===== src/rtl/multicycle_param_processor.sv =====
// Parametrised multi-cycle core: FETCH/DECODE/EXECUTE/WRITEBACK over a fetch handshake.
// Optional build macro PROC_ZERO_REG_EN makes r0 read as zero and discards writes to it.
module multicycle_param_processor #(
   parameter int unsigned DATA_W = 8,
   parameter int unsigned NREG   = 4,
   parameter int unsigned PC_W   = 4,
   localparam int unsigned RA    = $clog2(NREG),
   localparam int unsigned IW    = 3 + 3 * RA
) (
   input  logic              clk,
   input  logic              reset,
   output logic              fetch_req,
   output logic [PC_W-1:0]   fetch_addr,
   input  logic [IW-1:0]     instr,
   input  logic              instr_valid,
   output logic [DATA_W-1:0] result,
   output logic              zero,
   output logic              retire,
   output logic              halted
);

   typedef enum logic [2:0] {
      StFetch,
      StDecode,
      StExecute,
      StWriteback,
      StHalt
   } state_e;

   localparam logic [2:0] OpAdd  = 3'b000;
   localparam logic [2:0] OpSub  = 3'b001;
   localparam logic [2:0] OpAnd  = 3'b010;
   localparam logic [2:0] OpOr   = 3'b011;
   localparam logic [2:0] OpXor  = 3'b100;
   localparam logic [2:0] OpLi   = 3'b101;
   localparam logic [2:0] OpBnz  = 3'b110;
   localparam logic [2:0] OpHalt = 3'b111;

   state_e              state_q;
   logic [PC_W-1:0]     pc_q;
   logic [IW-1:0]       ir_q;
   logic [DATA_W-1:0]   regs_q [NREG];
   logic [DATA_W-1:0]   op_a_q, op_b_q;
   logic [DATA_W-1:0]   alu_q;
   logic                take_q;
   logic                fetch_req_q;
   logic [DATA_W-1:0]   result_q;
   logic                zero_q;
   logic                retire_q;
   logic                halted_q;

   logic [2:0]          opcode;
   logic [RA-1:0]       rd, rs1, rs2;
   logic [DATA_W-1:0]   rs1_val, rs2_val;
   logic [DATA_W-1:0]   imm_ext;
   logic [PC_W-1:0]     br_target;
   logic [DATA_W-1:0]   alu_d;
   logic                wr_en;

   assign opcode = ir_q[IW-1 -: 3];
   assign rd     = ir_q[3*RA-1 -: RA];
   assign rs2    = ir_q[2*RA-1 -: RA];
   assign rs1    = ir_q[RA-1:0];

   // Immediate and branch target are zero-extended or truncated to their destination widths.
   always_comb begin
      imm_ext   = '0;
      br_target = '0;
      for (int i = 0; i < int'(DATA_W); i++) begin
         if (i < 2 * int'(RA)) imm_ext[i] = ir_q[i];
      end
      for (int i = 0; i < int'(PC_W); i++) begin
         if (i < 2 * int'(RA)) br_target[i] = ir_q[int'(RA) + i];
      end
   end

   always_comb begin
      rs1_val = regs_q[rs1];
      rs2_val = regs_q[rs2];
`ifdef PROC_ZERO_REG_EN
      if (rs1 == '0) rs1_val = '0;
      if (rs2 == '0) rs2_val = '0;
`endif
   end

   always_comb begin
      alu_d = '0;
      case (opcode)
         OpAdd:   alu_d = op_a_q + op_b_q;
         OpSub:   alu_d = op_a_q - op_b_q;
         OpAnd:   alu_d = op_a_q & op_b_q;
         OpOr:    alu_d = op_a_q | op_b_q;
         OpXor:   alu_d = op_a_q ^ op_b_q;
         OpLi:    alu_d = imm_ext;
         default: alu_d = '0;
      endcase
   end

   always_comb begin
      wr_en = (opcode != OpBnz) && (opcode != OpHalt);
`ifdef PROC_ZERO_REG_EN
      if (rd == '0) wr_en = 1'b0;
`endif
   end

   always_ff @(posedge clk) begin
      if (reset) begin
         state_q     <= StFetch;
         pc_q        <= '0;
         ir_q        <= '0;
         op_a_q      <= '0;
         op_b_q      <= '0;
         alu_q       <= '0;
         take_q      <= 1'b0;
         fetch_req_q <= 1'b1;
         result_q    <= '0;
         zero_q      <= 1'b1;
         retire_q    <= 1'b0;
         halted_q    <= 1'b0;
         for (int i = 0; i < int'(NREG); i++) regs_q[i] <= '0;
      end else begin
         retire_q <= 1'b0;
         case (state_q)
            StFetch: begin
               if (instr_valid) begin
                  ir_q        <= instr;
                  fetch_req_q <= 1'b0;
                  state_q     <= StDecode;
               end
            end
            StDecode: begin
               op_a_q  <= rs1_val;
               op_b_q  <= rs2_val;
               state_q <= StExecute;
            end
            StExecute: begin
               if (opcode == OpHalt) begin
                  halted_q <= 1'b1;
                  state_q  <= StHalt;
               end else begin
                  alu_q   <= alu_d;
                  take_q  <= (opcode == OpBnz) && (op_a_q != '0);
                  state_q <= StWriteback;
               end
            end
            StWriteback: begin
               if (opcode != OpBnz) begin
                  result_q <= alu_q;
                  zero_q   <= (alu_q == '0);
               end
               if (wr_en) regs_q[rd] <= alu_q;
               pc_q        <= take_q ? br_target : pc_q + PC_W'(1);
               retire_q    <= 1'b1;
               fetch_req_q <= 1'b1;
               state_q     <= StFetch;
            end
            StHalt: ;
            default: state_q <= StFetch;
         endcase
      end
   end

   // The registered request is masked while reset is held so it never shows during reset.
   assign fetch_req  = fetch_req_q & ~reset;
   assign fetch_addr = pc_q;
   assign result     = result_q;
   assign zero       = zero_q;
   assign retire     = retire_q;
   assign halted     = halted_q;

`ifndef SYNTHESIS
   a_req_only_in_fetch : assert property (@(posedge clk) disable iff (reset)
      fetch_req |-> (state_q == StFetch));
   a_retire_single : assert property (@(posedge clk) disable iff (reset)
      retire |=> !retire);
`endif

endmodule


===== config.mk =====
export PLATFORM = sky130hd
export DESIGN_NAME = multicycle_param_processor
export DESIGN_NICKNAME = d
export VERILOG_FILES = /design/src/rtl/multicycle_param_processor.sv
export SDC_FILE = /design/constraint.sdc
export NUM_CORES = 1
export LEC_CHECK = 0
export ABC_AREA = 1
export BUFFER_PORTS_ARGS = -buffer_cell sky130_fd_sc_hd__buf_2
export CAP_MARGIN = 25
export CORE_MARGIN = 4
export CORE_UTILIZATION = 35
export CTS_BUF_LIST = sky130_fd_sc_hd__clkbuf_8
export DETAILED_ROUTE_END_ITERATION = 16
export PLACE_DENSITY_LB_ADDON = 0.15
export REMOVE_ABC_BUFFERS = 1
export SYNTH_ARGS = -nofsm -noshare
export SYNTH_HDL_FRONTEND = slang
export SYNTH_SLANG_ARGS = --single-unit

===== constraint.sdc =====
create_clock -name clk -period 2.95 [get_ports clk]
set_input_delay 0.1475 -clock clk [delete_from_list [all_inputs] [get_ports clk]]
set_output_delay 0.1475 -clock clk [all_outputs]
set_load 0.02 [all_outputs]

# Yosys cells after proc, flatten, opt, wreduce, memory -nomap -nowiden
# Memory sizes are Yosys's and may differ from the RTL's. A register that Yosys moved wholly into a read port is not among the register bits.
# Cells that the tools add are included.
# totals
ram_bits,32
mem_count,1
word_cells,66
regBits,37
# classes
addsub,3
muxes,17
n_eq_ne,14
bitwise,7
reduce_logical,14
# memory_table
memory,words,word_bits,rd,rd_clocked_by_memory_dff,write_ports,line,rtl
regs_q,4,8,2,2,4,42,logic [DATA_W-1:0] regs_q [NREG];
# ops
operator,n
case mux 8 bit (6 select lines),1
"equality test 3 bit, second input constant",5
"equality test 3 x 2 -> 1 bit, second input constant",4
case mux 3 bit (4 select lines),1
AND reduction 2 bit,6
2-to-1 mux 1 bit,9
adder 8 bit,1
AND 8 bit,1
zero test 8 bit,1
2-to-1 mux 8 bit,1
bitwise OR 8 bit,1
nonzero test 8 bit,1
OR reduction 8 bit,1
subtractor 8 bit,1
XOR 8 bit,1
"equality test 3 x 1 -> 1 bit, second input constant",2
zero test 3 bit,2
2-to-1 mux 3 bit,2
"inequality test 3 bit, second input constant",2
"adder 4 x 1 -> 4 bit, second input constant",1
2-to-1 mux 4 bit,1
inverter 1 bit,3
logical AND 1 bit,2
2-to-1 mux 2 bit,1
4 further kinds,4

# Depth between registers and ports, before layout
# logic_depth
ltp_word,8
mapped_depth,18
depth_no_buf,18

# Worst setup path before layout
# OpenSTA, ideal clock, no wires.
# synth_timing
kind,reg2reg
from,register ir_q[8]
to,register alu_q[7]
period_less_slack_ns,2.184
t_arrival_ns,2.054
required_ns,2.819
stages_incl_launch_ff,17
setup_slack_ns,0.766
cell_sequence,dfxtp_1 -> inv_2 -> nand3_4 -> inv_1 -> or2_2 -> xor2_1 -> ha_1 -> nand2_1 -> nand2_1 -> a21oi_1 -> nand2_1 -> inv_1 -> nand2_1 -> nand3_1 -> nand2_1 -> nand2_1 -> a21oi_2
# synth_between
elab_chain_cells,3
elab_cells_between_ends,10
cone_classes,eq/ne (6); mux (1); bitwise (1); reduce/logical (2)
# synth_lines
element,line,rtl
"start, declared",41,logic [IW-1:0] ir_q;
"start signal, assigned",126,ir_q <= instr;
branches (longest 3 deep; another with case mux 8 bit (6 select lines)),-,
"end signal, assigned",141,alu_q <= alu_d;
"end, declared",44,logic [DATA_W-1:0] alu_q;
# Several ways; the timed one is not identified.
# A chain may end at the register's enable or synchronous reset.

# Final worst setup path
# layout_timing
from,register ir_q[8]
to,register alu_q[5]
# The elaborated chain is that of the path after synthesis.

==> impl_results.md <==
* Synthesized cell area at approximately 4600 µm²
* DP HPWL at 8792 µm
* I/O Buffers at 27
* VDD IR max at between 0.3 and 0.4 mV
* DR iter-0 viols at 258
* Crit path largest cell delay at approximately 480 ps
* Clock transition at the registers of the reported paths at roughly 100 ps
* Power Dens Cells at about 670 nW/µm²
* Leading area contributor after synthesis: dfxtp_1
* Grt total ovfl at 0
* Global-route wire length before repair at ~19000 µm
* CP most frequent cell: nand2_1
* Simple-Gate Fraction of Synth Area at 17.05%
* Setup Total Neg Slack at 0 ps
* Max Fclk at ~0.41 GHz
* Synth Register Bits at 85
* Clk_lat worst skew at around 370 ps
* Initial antenna violation count at 0
* CTS tree: done
* Final Non-Filler Cells at 788
* Clock sinks at 85
* Tmin final at between 2000 and 2500 ps
* Post-layout net count at between 600 and 700
* Vias per cell at 4.997
* Asr flop ratio synth at 0%
* YS warnings at 0
* CP Data Required Time at 3250 ps
* Placer Congestion at ~0.9
* Placed cells at roughly 770
* Worst hold path type: in -> reg
* Yosys top cell area share at 23.06%
* Main combinational cell family by area after synthesis: compound AO/OA/AOI/OAI gates
* Layout cell share with drive strength beyond 1 at between 10% and 20%
* Vias in the first global route at ~3600
* Die area at 15050 µm²
* Distinct cells, synth at 38
* DRT Pass-1 Iters at 5
* Mux cell area share after synthesis at less than 1%
* Run status: complete, no violations
* Diodes inserted at 0
* CP Cell Sequence: inv_2, nand3_4, inv_1, or2_2, xor2_1, ha_1, nand2_1, inv_1, nand4_1, nand4_1, nand2_1, o21ai_0, nand2_1, a21oi_1
* Area Growth Syn to Fin at 10.71%
* Clk_skew at 9.784 ps
* Critical-path maximum fanout at 7
* Htree depth at 3
* Vias post-DR at roughly 3900
* Drt total wl at ~12000 µm
* Adder-cell share of the synthesized area at just over 7%
* Post-CTS Setup Bufs at 0
* Max cap viols at 0
* Startpoint of the worst hold path: instr[4]
* CTS Buf Count at 9
* DRC at 0
* Lkg Pwr at 2.177 nW
* CP max stage cell: dfxtp_1
* Number of flops mapped to enable cells by yosys at 32
* Most frequent cells in the layout: o21ai_0 (98), inv_1 (78), nand2_1 (72)
* Slew Limit Fails at 0
* Ys flop type: dfxtp_1
* Die Ht at between 100 and 150 µm
* DR WL/cell at 14.85 µm
* Mapped Cells at between 500 and 600
* Post-CTS Resized at 0
* I/O pin count at 28
* Worst setup path category: reg -> reg
* WP data arrival at ~2800 ps
* # setup viols final at 0
* Largest net degree at the start of global routing at 34
* Max transition margin at 37.21%
* Area contributors post-synth: dfxtp_1 (23%), edfxtp_1 (21%), o21ai_0 (11%)
* RSZ-0062 raised after global routing: false
* Final hold vios at 0
* CTS Buffer Depth at 2
* Hold_ws at roughly 33 ps
* Worst slew pin tran at 939.6 ps
* Critical Path Source: ir_q[8]
* Worst R2R Start: ir_q[8]
* Crit end category: flip-flop
* Num rows at between 40 and 50
* Core area at approximately 13000 µm²
* Initial Utilization at ~36%
* Post-synthesis xor/xnor area fraction at 1.332%
* Setup crit start kind: flip-flop
* CTS Hold Bufs at 0
* Filler cells at roughly 1300
* Final period utilization at 82.80%
* Synth Area in Compound Gates at 20.96%
* Synthesized area per cell at between 7 and 8 µm²
* Overall Global Routing Usage at between 10% and 20%
* Die Span X at between 100 and 150 µm
* Clock tree root buffer cell: clkbuf_8
* Share of the yosys chip area belonging to registers at approximately 44%
* Most common cell after layout, fill and taps aside: o21ai_0
* Antenna viol nets, final at 0
[worst max-delay path, delay by kind of cell, from the launching register on]
kind	cells	cell delay (ps)
adder cells (fa/ha/maj)	1	360
AND/OR/NAND/NOR	7	810
buffers and inverters	3	300
AO/OA/AOI/OAI	2	270
XOR/XNOR	1	150
flip-flops	1	480
[Yosys cell counts, drive strengths merged, types with 2 or more instances]
| master | n |
|---|---|
| or2 | 2 |
| o2bb2ai | 5 |
| dfxtp | 53 |
| nand2 | 75 |
| a211oi | 2 |
| a21oi | 71 |
| buf | 4 |
| clkbuf | 17 |
| nand3 | 13 |
| nand4 | 9 |
| nor3 | 8 |
| xor2 | 7 |
| edfxtp | 32 |
| inv | 83 |
| clkinv | 2 |
| ha | 25 |
| nor2 | 71 |
| o21ai | 99 |
| a31oi | 2 |
[report_power, final]
part	internal [mW]	total [mW]	switching, mW
sequential	1.32	1.43	0.112
clock	0.326	0.802	0.476
combinational	0.405	1.16	0.752
total	2.05	3.39	1.34
[area by class of cell]
cell class	instances	area (µm²)	area share (%)
clock buffers	9	123.9	2.431
flip-flops and latches	85	2022	39.69
clock inverters	7	63.81	1.252
well taps	172	215.2	4.224
multi-input cells	396	2153	42.26
inverters	86	336.6	6.606
repair buffers	33	180.2	3.536
[cells by family after synthesis]
family | after synthesis
AO/OA/AOI/OAI | 184
XOR/XNOR | 7
adder cells (fa/ha/maj) | 26
buffers and inverters | 107
flip-flops | 85
multiplexers | 1
AND/OR/NAND/NOR | 178
[per-stage QoR]
step	area [µm²]	util (%)	power, mW	setup slack [ps]
after floorplan	4512	-	2.290	768.5
after global placement	4907	38.57	2.596	622.1
after detailed placement	4907	38.57	2.608	519.5
after CTS	5095	40.05	3.418	497.6
after global routing	5095	40.05	3.657	255.0
final	5095	40.05	3.391	507.4
[sequential cells by signal (all words and copies together), names as in the netlist, 3 cells and up]
name	flops
fetch_addr	4
state_q	3
op_a_q	8
result	8
alu_q	8
op_b_q	8
regs_q	32
ir_q	9
[per-layer routing]
metal / vias up / routed length, µm / GRT usage (%)
met1: 1838 / 5757 / 22.82
met5: - / 0 / 0
met4: 0 / 172 / 4.899
met3: 11 / 433 / 3.041
li1: 2007 / - / -
met2: 82 / 5339 / 25.73
[path summary, 6_finish.rpt]
kind                            endpoint  slack [ps]  cells past startpoint
worst max-delay path            alu_q[5]         510                     14
worst min-delay path             ir_q[4]          30                      3
worst max register to register  alu_q[5]         510                     14
worst min register to register    halted         460                      2
No activity file was read; power rests on OpenSTA's default activity.
